===== src/rtl/fpg8_bus_pkg.sv =====
// Shared constants for the fpg8 bus: register index map,
// default sizes and the transfer sequencer state encoding.
package fpg8_bus_pkg;

  localparam int NREG_DEF  = 10;
  localparam int IDX_W_DEF = 4;

  localparam logic [IDX_W_DEF-1:0] GPR     = 4'd0;
  localparam logic [IDX_W_DEF-1:0] MDR     = 4'd1;
  localparam logic [IDX_W_DEF-1:0] IR      = 4'd2;
  localparam logic [IDX_W_DEF-1:0] TIMER   = 4'd3;
  localparam logic [IDX_W_DEF-1:0] CONROM  = 4'd4;
  localparam logic [IDX_W_DEF-1:0] MAR     = 4'd5;
  localparam logic [IDX_W_DEF-1:0] Y       = 4'd6;
  localparam logic [IDX_W_DEF-1:0] Z       = 4'd7;
  localparam logic [IDX_W_DEF-1:0] PSW     = 4'd8;
  localparam logic [IDX_W_DEF-1:0] SCRATCH = 4'd9;

  typedef enum logic [1:0] {
    IDLE    = 2'd0,
    DRIVE   = 2'd1,
    CAPTURE = 2'd2
  } xfer_state_e;

endpackage


===== src/rtl/bus_xfer_sequencer_if.sv =====
// Request handshake and register strobe bundle of the
// bus transfer sequencer.
interface bus_xfer_sequencer_if
  import fpg8_bus_pkg::*;
#(
  parameter int NREG  = NREG_DEF,
  parameter int IDX_W = IDX_W_DEF
);

  logic             req_valid;
  logic             req_ready;
  logic [IDX_W-1:0] req_src;
  logic [IDX_W-1:0] req_dst;
  logic [NREG-1:0]  enable;
  logic [NREG-1:0]  latch;

  modport master (
    output req_valid, req_src, req_dst,
    input  req_ready, enable, latch
  );

  modport slave (
    input  req_valid, req_src, req_dst,
    output req_ready, enable, latch
  );

endinterface


===== src/rtl/bus_xfer_sequencer_fifo.sv =====
// Synchronous request FIFO holding {src,dst} pairs;
// pointers wrap naturally, count is one bit wider.
module xfer_fifo
  import fpg8_bus_pkg::*;
#(
  parameter int W     = 2 * IDX_W_DEF,
  parameter int DEPTH = 4
) (
  input  logic                     clk,
  input  logic                     reset,
  input  logic                     push,
  input  logic                     pop,
  input  logic [W-1:0]             din,
  output logic [W-1:0]             dout,
  output logic [$clog2(DEPTH):0]   count,
  output logic                     full,
  output logic                     empty
);

  localparam int AW = $clog2(DEPTH);

  logic [W-1:0]  mem [DEPTH];
  logic [AW-1:0] wr_ptr;
  logic [AW-1:0] rd_ptr;
  logic          do_push;
  logic          do_pop;

  assign full    = (count == (AW+1)'(DEPTH));
  assign empty   = (count == '0);
  assign do_push = push & ~full;
  assign do_pop  = pop & ~empty;
  assign dout    = mem[rd_ptr];

  always_ff @(posedge clk) begin
    if (do_push) mem[wr_ptr] <= din;
  end

  always_ff @(posedge clk) begin
    if (!reset) begin
      wr_ptr <= '0;
      rd_ptr <= '0;
      count  <= '0;
    end else begin
      if (do_push) wr_ptr <= wr_ptr + AW'(1);
      if (do_pop)  rd_ptr <= rd_ptr + AW'(1);
      unique case ({do_push, do_pop})
        2'b10:   count <= count + (AW+1)'(1);
        2'b01:   count <= count - (AW+1)'(1);
        default: count <= count;
      endcase
    end
  end

endmodule


===== src/rtl/bus_xfer_sequencer.sv =====
// Replays queued register-to-register bus transfers as one-hot
// enable/latch strobes. Optional counter: define XFER_COUNT_EN.
module bus_xfer_sequencer
  import fpg8_bus_pkg::*;
#(
  parameter int NREG  = NREG_DEF,
  parameter int IDX_W = IDX_W_DEF,
  parameter int DEPTH = 4
) (
  input  logic                 clk,
  input  logic                 reset,
  input  logic                 step,
  bus_xfer_sequencer_if.slave  bus,
  output logic                 busy,
  output logic                 err,
  output logic [15:0]          xfer_count
);

  localparam int AW = $clog2(DEPTH);
  localparam int W  = 2 * IDX_W;

  xfer_state_e      state_q, state_d;
  logic [NREG-1:0]  en_q, en_d;
  logic [NREG-1:0]  la_q, la_d;
  logic [IDX_W-1:0] dst_q, dst_d;
  logic             rdy_q;
  logic             pop;
  logic             accept;
  logic             legal;
  logic [W-1:0]     head;
  logic [AW:0]      count;
  logic             full;
  logic             empty;

  assign accept = bus.req_valid & bus.req_ready;
  assign legal  = (bus.req_src != bus.req_dst)
                & (int'(bus.req_src) < NREG)
                & (int'(bus.req_dst) < NREG);

  xfer_fifo #(.W(W), .DEPTH(DEPTH)) u_fifo (
    .clk   (clk),
    .reset (reset),
    .push  (accept & legal),
    .pop   (pop),
    .din   ({bus.req_src, bus.req_dst}),
    .dout  (head),
    .count (count),
    .full  (full),
    .empty (empty)
  );

  function automatic logic [NREG-1:0] onehot(
    input logic [IDX_W-1:0] i
  );
    return {{(NREG-1){1'b0}}, 1'b1} << i;
  endfunction

  always_comb begin
    state_d = state_q;
    en_d    = en_q;
    la_d    = la_q;
    dst_d   = dst_q;
    pop     = 1'b0;
    if (step) begin
      unique case (state_q)
        IDLE, CAPTURE: begin
          if (!empty) begin
            pop     = 1'b1;
            state_d = DRIVE;
            en_d    = onehot(head[W-1:IDX_W]);
            la_d    = '0;
            dst_d   = head[IDX_W-1:0];
          end else begin
            state_d = IDLE;
            en_d    = '0;
            la_d    = '0;
          end
        end
        DRIVE: begin
          state_d = CAPTURE;
          la_d    = onehot(dst_q);
        end
        default: begin
          state_d = IDLE;
          en_d    = '0;
          la_d    = '0;
        end
      endcase
    end
  end

  // ready is held low through reset and rises the cycle after
  always_ff @(posedge clk) begin
    if (!reset) begin
      state_q <= IDLE;
      en_q    <= '0;
      la_q    <= '0;
      dst_q   <= '0;
      err     <= 1'b0;
      rdy_q   <= 1'b0;
    end else begin
      state_q <= state_d;
      en_q    <= en_d;
      la_q    <= la_d;
      dst_q   <= dst_d;
      err     <= err | (accept & ~legal);
      rdy_q   <= 1'b1;
    end
  end

  assign bus.req_ready = rdy_q & ~full;
  assign bus.enable    = en_q;
  assign bus.latch     = la_q;
  assign busy          = (state_q != IDLE) | (count != '0);

`ifdef XFER_COUNT_EN
  logic [15:0] xfer_cnt_q;

  always_ff @(posedge clk) begin
    if (!reset)
      xfer_cnt_q <= '0;
    else if (step && state_q == CAPTURE)
      xfer_cnt_q <= xfer_cnt_q + 16'd1;
  end

  assign xfer_count = xfer_cnt_q;
`else
  assign xfer_count = 16'h0000;
`endif

endmodule


===== src/flat_wrapper.sv =====
// flat-port wrapper written by rule: the top's interface ports become plain ports
module bus_xfer_sequencer_flat import fpg8_bus_pkg::*;
#(
  parameter int NREG  = NREG_DEF,
  parameter int IDX_W = IDX_W_DEF,
  parameter int DEPTH = 4
)
  (clk, reset, step, busy, err, xfer_count, bus_req_valid, bus_req_src, bus_req_dst, bus_req_ready, bus_enable, bus_latch);
  bus_xfer_sequencer_if #(.NREG(NREG), .IDX_W(IDX_W)) bus_i ();
  input  logic clk;
  input  logic reset;
  input  logic step;
  output logic busy;
  output logic err;
  output logic [15:0] xfer_count;
  input wire logic [$bits(bus_i.req_valid)-1:0] bus_req_valid;
  input wire logic [$bits(bus_i.req_src)-1:0] bus_req_src;
  input wire logic [$bits(bus_i.req_dst)-1:0] bus_req_dst;
  output wire logic [$bits(bus_i.req_ready)-1:0] bus_req_ready;
  output wire logic [$bits(bus_i.enable)-1:0] bus_enable;
  output wire logic [$bits(bus_i.latch)-1:0] bus_latch;
  assign bus_i.req_valid = bus_req_valid;
  assign bus_i.req_src = bus_req_src;
  assign bus_i.req_dst = bus_req_dst;
  assign bus_req_ready = bus_i.req_ready;
  assign bus_enable = bus_i.enable;
  assign bus_latch = bus_i.latch;
  bus_xfer_sequencer #(.NREG(NREG), .IDX_W(IDX_W), .DEPTH(DEPTH)) u_core (.clk(clk), .reset(reset), .step(step), .bus(bus_i), .busy(busy), .err(err), .xfer_count(xfer_count));
endmodule

===== config.mk =====
export PLATFORM = sky130hd
export DESIGN_NAME = bus_xfer_sequencer_flat
export DESIGN_NICKNAME = d
export VERILOG_FILES = /design/src/rtl/fpg8_bus_pkg.sv /design/src/rtl/bus_xfer_sequencer_if.sv /design/src/rtl/bus_xfer_sequencer_fifo.sv /design/src/rtl/bus_xfer_sequencer.sv /design/src/flat_wrapper.sv
export SDC_FILE = /design/constraint.sdc
export NUM_CORES = 1
export LEC_CHECK = 0
export BUFFER_PORTS_ARGS = -buffer_cell sky130_fd_sc_hd__buf_2
export CORE_MARGIN = 3
export CORE_UTILIZATION = 43
export DETAILED_ROUTE_END_ITERATION = 7
export PLACE_DENSITY_LB_ADDON = 0.12
export SLEW_MARGIN = 20
export SYNTH_ARGS = -nofsm -noshare
export SYNTH_HDL_FRONTEND = slang
export SYNTH_HIERARCHICAL = 1
export SYNTH_SLANG_ARGS = --single-unit

===== constraint.sdc =====
create_clock -name clk -period 7.3 [get_ports clk]
set_clock_uncertainty 0.2 [all_clocks]
set_input_delay 1.095 -clock clk [delete_from_list [all_inputs] [get_ports clk]]
set_output_delay 1.095 -clock clk [all_outputs]
set_load 0.01 [all_outputs]

==> results of run 1 <==
[worst max-delay path by stage]
stage | to | slack [ps]
after global routing | u_core/u_fifo/count[2] | 3740
after floorplan | u_core/u_fifo/count[2] | 3940
after detailed placement | u_core/u_fifo/count[2] | 3550
after CTS | u_core/u_fifo/count[2] | 3890
final | u_core/u_fifo/count[2] | 3910
after global placement | u_core/u_fifo/count[2] | 3600
[synthesized netlist by cell type, drive strengths merged, types with 3 or more instances]
cell type,instances
ha,5
a22o,9
inv,9
and2,12
nand2,12
xor2,5
a32o,3
dfxtp,37
nand3b,3
nor2b,11
nor3b,7
a21boi,6
buf,21
mux2i,6
mux4,8
o21ai,7
clkbuf,4
nor2,3
edfxtp,32
[cell families after synthesis]
logic type	count (synthesis)	share of synthesized area
AOI/OAI and AO/OA	33	0.0858
xor gates and xnor gates	6	0.0176
adders and majority gates	6	0.0276
buffers and inverters	35	0.0682
DFF	69	0.569
muxes	14	0.0803
other	1	0.00125
and+or+nand+nor	65	0.150
[layer usage]
metal | up-vias | part of all wire | GRT usage
met5 | - | 0 | 0
met4 | 0 | 0.012 | 0.0447
met3 | 6 | 0.050 | 0.0571
met2 | 42 | 0.50 | 0.242
met1 | 856 | 0.44 | 0.178
li1 | 874 | - | -
[sequential cells by signal, summed over array words and instances, names as in the netlist, named ones only]
| signal | flops |
|---|---|
| u_core/err | 1 |
| u_core/bus.enable | 10 |
| u_core/bus.latch | 10 |
| u_core/u_fifo/wr_ptr | 2 |
| u_core/u_fifo/count | 3 |
| u_core/state_q | 2 |
| u_core/u_fifo/mem | 32 |
| u_core/rdy_q | 1 |
| u_core/dst_q | 4 |
| u_core/u_fifo/rd_ptr | 2 |
[power groups by stage]
stage          Clock [mW]  Sequential, mW  Combinational (mW)
3_5_place_dp            0           0.422              0.0406
3_3_place_gp            0           0.422              0.0402
5_1_grt             0.327           0.413              0.0460
6_report            0.296           0.413              0.0405
2_1_floorplan           0           0.421              0.0345
4_1_cts             0.307           0.413              0.0408
[critical path: cells and delay by family]
kind                       cells  cell delay [ps]
and+or+nand+nor                3             1240
adders and majority gates      2              580
buffers and inverters          2              240
xor gates and xnor gates       1              150
AOI/OAI and AO/OA              1              140
[metrics by stage]
step	util	hold WS, ps	worst slack, ps	std cells
3_5_place_dp	0.483	258	3550	331
3_3_place_gp	0.483	249	3600	331
6_report	0.512	267	3910	347
5_1_grt	0.512	290	3740	347
4_1_cts	0.512	275	3890	347
2_1_floorplan	-	256	3940	244
[area by class of cell]
type | instances | area [um^2]
fillers | 585 | 3190
multi-input cells | 140 | 1140
inverters | 10 | 37.5
repair buffers | 35 | 178
clock inverters | 7 | 66.3
flip-flops and latches | 69 | 1700
well taps | 77 | 96.3
clock buffers | 9 | 124
==> impl_metrics.tcl, run 1 <==
set metrics [dict create \
    p_sw_frac 0.227 \
    first_global_vias 1685 \
    ys_seq_area_frac 0.569 \
    final_cell_mix "dfxtp_1 (37), buf_2 (34), edfxtp_1 (32)" \
    cellLeakagePower_nw 1.24 \
    cts_resized 0 \
    synthArstFlopShare 0 \
    power.internal_mw 0.579 \
    crit_chain "buf_2 -> nor3b_2 -> nor2b_1 -> ha_1 -> inv_1 -> fa_1 -> xor2_1 -> or3_1 -> a21boi_1" \
    synth_area_um2 2990 \
    power_frac_seq 0.551 \
    r2r-start "u_core/u_fifo/count[0]" \
    cts_hold_buf 0 \
    grt.total_usage 0.147 \
    netlist_instances 229 \
    die_area_um2 7990 \
    place_area_um2 3150 \
    setup_violations 0 \
    combPwrFrac 0.054 \
    r2r_end "u_core/u_fifo/count[2]" \
    yosysTopAreaCell "edfxtp_1" \
    yosysWarnings 6 \
    ios 51 \
    dp_hpwl_um 3620 \
    path_class "input pin to register" \
    ir_drop_mv 0.148 \
    ant_nets 0 \
    synth.avg_cell_area_um2 13.1 \
    clock.fmax_mhz 295 \
    drv_slew 0 \
    ys_types 49 \
    cts_max_level 3 \
    cp_max_fo 12 \
    reg2reg_slack_ps 4340 \
    ys_ff_latch 69 \
    design_area_um2 3340 \
    worstHoldEndpoint "u_core/bus.enable[3]" \
    slew-limit-headroom 0.495 \
    area_delta_synth_final_pct 11.8 \
    io_buffer_count 34 \
    drive_gt1_frac 0.244 \
    status "finished clean" \
    synthFlopType "dfxtp_1" \
    worst-r2r-cell-count 9 \
    antenna_found_initial 0 \
    min_from "u_core/bus.enable[3]" \
    tightest_slew_ps 754 \
    cp-startpoint "step" \
    post_cts.repair.setup_buffers 0 \
    die_w_um 89.4 \
    num_vias 1778 \
    drc 0 \
    viasPerCell 5.12 \
    required_ps 7370 \
    period_needed_ps 3390 \
    hold_violations 0 \
    cts_buffer_depth 2 \
    cts.clk_slew.worst_paths_ps 70 \
    clkPwrFrac 0.395 \
    insertion_delay_ps 330 \
    min_path_type "register to register" \
    totalWireLength_um 5240 \
    holdPathStages 1 \
    worstSetupEndpointType "register" \
    final_nets 283 \
    power.density_nw_per_um2 224 \
    synth_edf_count 32 \
    final_common_cell "dfxtp_1" \
    synth_area_leaders "edfxtp_1 (32%), dfxtp_1 (25%), mux4_2 (6.0%)" \
    grt_first_pass_wirelength_um 8620 \
    start_util 0.458 \
    startpoint_type "input pin" \
    num_antenna_cells 0 \
    drt-pass1-iter-count 4 \
    clkSinkCount 69 \
    gp_congestion 0.708 \
    core-area_um2 6530 \
    slowest_stage "nor3b_2" \
    numCtsBuffers 9 \
    wl_per_cell_um 15.1 \
    clk_root_buffer_cell "clkbuf_8" \
    yosys.area.top_type_share 0.321 \
    drtIter0Drc 87 \
    tns_ps 0 \
    grt_overflow 0 \
    rsz0062_at_grt "no" \
    die_h_um 89.4 \
    grt_max_degree 33 \
    total_power_mw 0.749 \
    power.switching_mw 0.170 \
    arrival_ps 3460 \
    fin_crit_sh 0.465 \
    cts_tree "done" \
    drv_cap 0 \
    fp-row-count 29 \
    slowest_delay_ps 660 \
]
Note: power is estimated with default switching activity, not from simulation.
==> inputs of run 2 (changes only) <==
- ABC_AREA: default -> 1
- clock period: 7.3 -> 3.55 ns (I/O delays scaled with it)
==> run 2 against run 1 <==
Compared with the run above: non-clock buffer count rose by 2; final cell count increased by 35%; clock power grew 130%; first-iteration DRC count shrank 22%; register-to-register slack worse by 3400 ps; largest cell class unchanged; highest routed layer unchanged.
==> impl_metrics.tcl, run 2 <==
set metrics [dict create \
    area_delta_synth_final_pct 13.7 \
    hold_violations 0 \
    fp-row-count 29 \
    synthFlopType "dfxtp_1" \
    ys_seq_area_frac 0.563 \
    num_vias 2182 \
    cts_hold_buf 0 \
    r2r-start "u_core/u_fifo/count[2]" \
    status "finished clean" \
    combPwrFrac 0.074 \
    p_sw_frac 0.233 \
    cts_tree "done" \
    yosysWarnings 6 \
    power.internal_mw 1.28 \
    required_ps 3590 \
    power.switching_mw 0.388 \
    viasPerCell 4.66 \
    ir_drop_mv 0.263 \
    drc 0 \
    yosysTopAreaCell "edfxtp_1" \
    startpoint_type "register" \
    cp_max_fo 9 \
    clk_root_buffer_cell "clkbuf_8" \
    synth_area_leaders "edfxtp_1 (32%), dfxtp_1 (25%), nand2_1 (6.2%)" \
    num_antenna_cells 0 \
    gr-usage-met3 0.0501 \
    cts.clk_slew.worst_paths_ps 70 \
    dp_hpwl_um 4090 \
    cts_resized 0 \
    worstSetupEndpointType "register" \
    min_path_type "input pin to register" \
    hold_ws_ps 241 \
    largest_register_ffs 32 \
    r2r_end "u_core/u_fifo/count[2]" \
    final_nets 388 \
    clkSinkCount 69 \
    power.density_nw_per_um2 485 \
    power_frac_seq 0.515 \
    top_register "u_core/u_fifo/mem" \
    antenna_found_initial 0 \
    ios 51 \
    cts_buffer_depth 2 \
    top_usage_layer "met2" \
    drv_cap 0 \
    tightest_slew_ps 775 \
    crit_end "u_core/u_fifo/count[2]" \
    cp-startpoint "u_core/u_fifo/count[2]" \
    netlist_instances 329 \
    met1_usage 0.183 \
    drt-pass1-iter-count 5 \
    tns_ps 0 \
    die_area_um2 8070 \
    synth.avg_cell_area_um2 9.18 \
    grt.total_usage 0.150 \
    drive_gt1_frac 0.176 \
    reg2reg_slack_ps 950 \
    path_class "register to register" \
    synth_edf_count 32 \
    worst-r2r-cell-count 17 \
    post_cts.repair.setup_buffers 0 \
    io_buffer_count 34 \
    yosys.area.top_type_share 0.318 \
    synthArstFlopShare 0 \
    synth_area_um2 3020 \
    gp_congestion 0.729 \
    drtIter0Drc 68 \
    ant_nets 0 \
    die_w_um 89.8 \
    rsz0062_at_grt "no" \
    grt_overflow 0 \
    drv_slew 0 \
    cellLeakagePower_nw 1.45 \
    totalWireLength_um 5780 \
    synthTopCellsByCount "nand2_1 (50), nor2_1 (50), dfxtp_1 (37), inv_1 (37), edfxtp_1 (32)" \
    period_needed_ps 2600 \
    insertion_delay_ps 340 \
    ys_types 29 \
    grt_max_degree 22 \
    numCtsBuffers 9 \
    final_cell_mix "nor2_1 (50), nand2_1 (50), inv_1 (37), dfxtp_1 (37), buf_2 (34)" \
    cts_max_level 3 \
    ys_ff_latch 69 \
    core-area_um2 6570 \
    grt_first_pass_wirelength_um 9580 \
    clock.fmax_mhz 384 \
    wl_per_cell_um 12.4 \
    start_util 0.460 \
    slew-limit-headroom 0.481 \
    arrival_ps 2640 \
    die_h_um 89.8 \
    clkPwrFrac 0.412 \
    first_global_vias 2016 \
    setup_violations 0 \
    use_met2 0.246 \
    fin_crit_sh 0.734 \
]
-- run 2: kinds of logic after synthesis --
| logic type | synth area share |
|---|---|
| adders and majority gates | 0.0273 |
| DFF | 0.563 |
| AOI/OAI and AO/OA | 0.117 |
| and+or+nand+nor | 0.186 |
| buffers and inverters | 0.105 |
| other | 0.00124 |
-- run 2: metrics by stage --
| stage | total power, mW | util | instance area [um^2] | instances | setup slack, ps |
|---|---|---|---|---|---|
| after global placement | 0.997 | 0.490 | 3220 | 452 | 829 |
| after global routing | 1.73 | 0.523 | 3430 | 468 | 652 |
| final | 1.66 | 0.523 | 3430 | 468 | 946 |
| after detailed placement | 0.999 | 0.490 | 3220 | 452 | 837 |
| after CTS | 1.69 | 0.523 | 3430 | 468 | 930 |
| after floorplan | 0.974 | - | 3080 | 344 | 1170 |
-- run 2: per-layer routing --
layer | share of wire | wire (um) | vias to the layer above
met1 | 0.47 | 2740 | 986
li1 | - | - | 1136
met2 | 0.47 | 2690 | 52
met4 | 0.014 | 79 | 0
met3 | 0.046 | 265 | 8
met5 | 0 | 0 | -
-- run 2: power by group through the flow --
stage | clock (mW) | sequential, mW | combinational, mW
after global placement | 0 | 0.875 | 0.122
after CTS | 0.705 | 0.857 | 0.124
after global routing | 0.735 | 0.858 | 0.141
final | 0.685 | 0.857 | 0.122
after detailed placement | 0 | 0.875 | 0.124
after floorplan | 0 | 0.873 | 0.100
-- run 2: final cells by class --
type | count | area [um^2]
Multi-Input combinational cell | 213 | 1060
Inverter | 40 | 150
Fill cell | 617 | 3130
Clock inverter | 6 | 87.6
Clock buffer | 10 | 128
Timing Repair Buffer | 37 | 193
Tap cell | 93 | 116
Sequential cell | 69 | 1700
-- run 2: critical path: stages (launching register included) --
cell and delay (ps):
dfxtp_1 390, inv_1 70, nand3_1 150, inv_1 90, nor2_2 120, nand2_1 170, inv_1 180, inv_1 50
nor2_1 120, ha_1 170, inv_1 70, fa_1 390, inv_1 70, nand2_1 60, nand3_1 70, nand2_1 50
inv_1 40, nor2_1 30
-- run 2: worst min-delay path by stage --
stage,startpoint,end,cells after the start
2_1_floorplan,u_core/u_fifo/rd_ptr[0],register,2
3_3_place_gp,u_core/err,u_core/err,2
3_5_place_dp,u_core/err,u_core/err,2
4_1_cts,bus_req_dst[3],u_core/u_fifo/mem[0][3],1
5_1_grt,bus_req_dst[0],u_core/u_fifo/mem[0][0],1
6_report,bus_req_dst[0],u_core/u_fifo/mem[3][0],1
